<file path="config.mk">
export PLATFORM = sky130hd
export DESIGN_NAME = trace_capture
export DESIGN_NICKNAME = d
export VERILOG_FILES = /design/src/rtl/trace_capture.sv
export SDC_FILE = /design/constraint.sdc
export NUM_CORES = 1
export LEC_CHECK = 0
export BUFFER_PORTS_ARGS = -buffer_cell sky130_fd_sc_hd__buf_4
export CORE_ASPECT_RATIO = 0.5
export CORE_MARGIN = 1
export CORE_UTILIZATION = 40
export CTS_CLUSTER_SIZE = 30
export DETAILED_ROUTE_END_ITERATION = 8
export PLACE_DENSITY_LB_ADDON = 0.15
export REMOVE_ABC_BUFFERS = 1
export SETUP_SLACK_MARGIN = 0.5
export SLEW_MARGIN = 10
export SYNTH_ARGS = -nofsm -noshare
export SYNTH_HDL_FRONTEND = slang
export SYNTH_SLANG_ARGS = --single-unit
</file>
<file path="constraint.sdc">
create_clock -name clk -period 2.95 [get_ports clk]
set_input_delay 0.1475 -clock clk [delete_from_list [all_inputs] [get_ports clk]]
set_output_delay 0.1475 -clock clk [all_outputs]
set_load 0.1 [all_outputs]
</file>
<file path="src/rtl/trace_capture.sv">
// Response recorder: captures sample_data while armed, then replays the samples over valid/ready.
// Optional change-compressed capture is enabled with `define TRACE_DELTA_EN.
module trace_capture #(
  parameter int WIDTH  = 3,
  parameter int DEPTH  = 16,
  parameter int ADDR_W = 4
) (
  input  logic              clk,
  input  logic              rst,
  input  logic              arm,
  input  logic              stop,
  input  logic              sample_en,
  input  logic [WIDTH-1:0]  sample_data,
  output logic              rd_valid,
  input  logic              rd_ready,
  output logic [WIDTH-1:0]  rd_data,
  output logic              rd_last,
  output logic [ADDR_W:0]   count,
  output logic              busy,
  output logic              done
);

  typedef enum logic [1:0] {
    S_IDLE,
    S_CAPTURE,
    S_DUMP
  } state_e;

  localparam logic [ADDR_W:0] FULL_CNT = (ADDR_W + 1)'(DEPTH);
  localparam logic [ADDR_W:0] ONE_CNT  = (ADDR_W + 1)'(1);

  state_e              state_q;
  logic [WIDTH-1:0]    mem [DEPTH];
  logic [ADDR_W-1:0]   wr_ptr_q;
  logic [ADDR_W-1:0]   rd_ptr_q;
  logic [ADDR_W:0]     count_q;
  logic [ADDR_W:0]     count_d;
  logic                done_q;
  logic                wr_en;

`ifdef TRACE_DELTA_EN
  // Only the first sample and value changes are kept, like a VCD dump.
  logic [WIDTH-1:0] last_q;

  always_ff @(posedge clk or posedge rst) begin
    if (rst) begin
      last_q <= '0;
    end else if (wr_en) begin
      last_q <= sample_data;
    end
  end

  assign wr_en = (state_q == S_CAPTURE) && sample_en &&
                 ((count_q == '0) || (sample_data != last_q));
`else
  assign wr_en = (state_q == S_CAPTURE) && sample_en;
`endif

  assign count_d = count_q + (ADDR_W + 1)'(wr_en);

  always_ff @(posedge clk) begin
    if (wr_en) begin
      mem[wr_ptr_q] <= sample_data;
    end
  end

  // Read side: a beat transfers when rd_valid && rd_ready; rd_data/rd_last
  // are decoded from rd_ptr_q, so they hold while rd_ready is low.
  assign rd_valid = (state_q == S_DUMP);
  assign rd_last  = rd_valid && ({1'b0, rd_ptr_q} == (count_q - ONE_CNT));
  assign rd_data  = rd_valid ? mem[rd_ptr_q] : '0;
  assign busy     = (state_q != S_IDLE);
  assign count    = count_q;
  assign done     = done_q;

  always_ff @(posedge clk or posedge rst) begin
    if (rst) begin
      state_q  <= S_IDLE;
      wr_ptr_q <= '0;
      rd_ptr_q <= '0;
      count_q  <= '0;
      done_q   <= 1'b0;
    end else begin
      done_q <= 1'b0;
      case (state_q)
        S_IDLE: begin
          if (arm) begin
            state_q  <= S_CAPTURE;
            wr_ptr_q <= '0;
            count_q  <= '0;
          end
        end
        S_CAPTURE: begin
          if (wr_en) begin
            wr_ptr_q <= wr_ptr_q + 1'b1;
            count_q  <= count_d;
          end
          if (count_d == FULL_CNT) begin
            state_q  <= S_DUMP;
            rd_ptr_q <= '0;
          end else if (stop) begin
            if (count_d != '0) begin
              state_q  <= S_DUMP;
              rd_ptr_q <= '0;
            end else begin
              state_q <= S_IDLE;
              done_q  <= 1'b1;
            end
          end
        end
        S_DUMP: begin
          if (rd_ready) begin
            if (rd_last) begin
              state_q <= S_IDLE;
              done_q  <= 1'b1;
            end else begin
              rd_ptr_q <= rd_ptr_q + 1'b1;
            end
          end
        end
        default: state_q <= S_IDLE;
      endcase
    end
  end

endmodule

</file>
==> impl_metrics.json <==
{
  "status": "finished, final reports clean",
  "ant_nets": 0,
  "worstSetupEndpointType": "register",
  "start_util_pct": 42.2,
  "yosysUniqueCellTypes": 41,
  "antenna_found_initial": 0,
  "place.gp.congestion": 0.802,
  "layoutNonFillerInstCount": 373,
  "cts_buffers": 9,
  "cp.arrival_ps": 2780,
  "startpoint_type": "register",
  "htreeDepth": 3,
  "worstPathMaxFanout": 3,
  "grt.overflow.total": 0,
  "hold_viol_final": 0,
  "irDropWorstVdd_v": 0.000444,
  "synth_edf_count": 48,
  "ys_seq_area_share_pct": 58.6,
  "clockBufferDepth": 2,
  "dp.cells": 347,
  "holdWs_ps": 132,
  "grt_first_pass_wirelength_um": 10700,
  "n_antenna_cell": 0,
  "async_reset_ff_share_pct": 25.0,
  "hold_class": "primary input to register",
  "ys_ff_latch": 64,
  "vias": 2030,
  "core_area_um2": 7460,
  "worst_pin_slew_ps": 737,
  "rows": 22,
  "cts_tree": "done",
  "powerDensity_nw_per_um2": 882,
  "area_delta_synth_final_pct": 25.5,
  "fin_skew_ps": 7.98,
  "dp_hpwl_um": 4320,
  "viasPerCell": 5.44,
  "critPathKind": "register to register",
  "place_area_um2": 3400,
  "grt_util_all_layers_pct": 18.3,
  "slew_headroom_pct": 50.5,
  "routed_wl_um": 6760,
  "min_from": "sample_data[2]",
  "io_pins": 21,
  "final_core_util_pct": 52.9,
  "design_area_um2": 3950,
  "grt_setup_unrepaired": "true",
  "reg2reg_depth": 11,
  "place.port_buffers": 20,
  "critical_path_required_ps": 3170,
  "postSynthAreaPerCell_um2": 13.7,
  "hold_path_end": "mem[12][2]",
  "r2r_start": "state_q[1]",
  "syn-cell-area_um2": 3150,
  "reg2reg_to": "rd_ptr_q[0]",
  "routedWlPerCell_um": 18.1,
  "synth_ff_type": "edfxtp_1",
  "clk_latency_ps": 340,
  "leakage_nw": 1.47,
  "drive_gt1_share_pct": 32.5,
  "drv_cap": 0,
  "die_h_um": 64.7,
  "r2r_slack_ps": 390,
  "nNetsFinal": 280,
  "clkSinkCount": 64,
  "drt_iter0_markers": 142,
  "ys_warn_count": 0,
  "min_period_over_period_pct": 86.8,
  "fmax_ghz": 0.391,
  "fin_total_pwr_mw": 3.48,
  "drc": 0,
  "holdPathStages": 1,
  "grt_max_degree": 22,
  "dr.pass1.iters": 4,
  "dieArea_um2": 8240,
  "die_w_um": 127,
  "finalSetupViolations": 0,
  "slew_violations": 0,
  "finalCriticalPeriod_ps": 2560,
  "grt_pass1_vias": 2028,
  "synth_cells": 229,
  "clk_pin_slew_ps": 60,
  "root_buffer": "clkbuf_16"
}
## state kept, by name (all words and copies together), names as in the netlist
| signal | count |
|---|---|
| mem | 48 |
| count | 5 |
| rd_ptr_q | 4 |
| wr_ptr_q | 4 |
| state_q | 2 |
| done | 1 |
## power by group
| part | internal, mW | switching, mW |
|---|---|---|
| logic | 0.458 | 0.686 |
| clock network | 0.826 | 0.396 |
| registers | 1.04 | 0.0775 |
## cell usage in the layout (no fill, tap or decap), types with 4 or more instances in the layout
| cell | Yosys | final |
|---|---|---|
| and2_1 | 5 | 5 |
| ha_1 | 11 | 8 |
| mux4_2 | 15 | 15 |
| xnor2_1 | 4 | 4 |
| nand2_1 | 14 | 14 |
| edfxtp_1 | 48 | 48 |
| inv_1 | 11 | 10 |
| nand3_1 | 10 | 10 |
| a31oi_1 | 4 | 4 |
| dfrtp_1 | 16 | 13 |
| nor2_1 | 14 | 13 |
| a22o_1 | 8 | 8 |
| o21ai_0 | 8 | 7 |
| buf_4 | 0 | 31 |
| nand4_1 | 4 | 4 |
| nor3_1 | 8 | 8 |
| clkbuf_16 | 0 | 9 |
## routing by layer
metal,part of all wire [%],global-route usage (%),wire length (um)
met5,0,0,0
met4,1.9,8.78,128
met2,48,29.2,3250
met1,46,23.2,3130
met3,3.8,5.12,255
## synthesized netlist by cell type, drive strengths merged (2+ instances only)
library cell	n	area, um2
edfxtp	48	1440
dfrtp	16	400
mux4	15	338
nand2	14	52.6
nor2	14	52.6
ha	11	138
inv	11	41.3
nand3	10	50.1
a22o	9	80.1
clkbuf	9	33.8
o21ai	9	45.0
nor3	8	40.0
and2	6	37.5
buf	6	35.0
a31oi	4	25.0
nand4	4	25.0
xnor2	4	35.0
xor2	4	35.0
a21o	3	22.5
mux2i	3	30.0
nand2b	3	18.8
a21oi	2	10.0
and3	2	12.5
mux2	2	30.0
## worst max path at each step
stage	startpoint	endpoint	slack, ps	cells past startpoint
2_1_floorplan	count[1]	rd_last	-550	6
3_3_place_gp	state_q[0]	rd_ptr_q[0]	280	9
6_report	state_q[1]	rd_ptr_q[0]	390	11
4_1_cts	state_q[0]	rd_ptr_q[0]	360	10
3_5_place_dp	state_q[0]	rd_ptr_q[0]	230	9
5_1_grt	state_q[1]	rd_ptr_q[0]	280	11
## cell families (layout without fill, tap and decap cells)
logic type / after synthesis / in the layout / share of synthesized area (%)
flops: 64 / 64 / 58.6
simple gates: 64 / 64 / 9.90
mux: 20 / 20 / 12.6
fa+ha+maj: 11 / 11 / 4.38
buf+inv: 26 / 62 / 3.50
compound gates: 36 / 36 / 8.79
xor+xnor: 8 / 8 / 2.23
## through the flow
step	TNS, ps	setup slack [ps]
3_5_place_dp	0	225
3_3_place_gp	0	277
2_1_floorplan	-633	-552
4_1_cts	0	356
6_report	0	390
5_1_grt	0	283
## final cells by class
type | count | area [um2]
clock buffers | 9 | 225
clock inverters | 7 | 119
fillers | 616 | 3510
inverters | 11 | 41.3
multi-input cells | 139 | 1290
flip-flops and latches | 64 | 1850
well taps | 108 | 135
repair buffers | 35 | 289
## critical path: stages (launching register included)
cell,delay [ps]
dfrtp_1,390
inv_2,90
ha_4,130
and2_4,150
ha_4,140
buf_6,100
nand4_1,140
a2111oi_4,430
mux2i_1,150
mux2_4,280
o21bai_4,180
mux2_4,260
## timing repair
item | in CTS | in global routing
pin swaps | 3 | 7
resized for setup | 21 | 7
endpoints found under the setup margin | 10 | 10
buffers inserted | 7 | 2
endpoints found under the hold margin | 16 | 0
hold buffers | 1 | 0
Power figures use the tool's default switching activity.
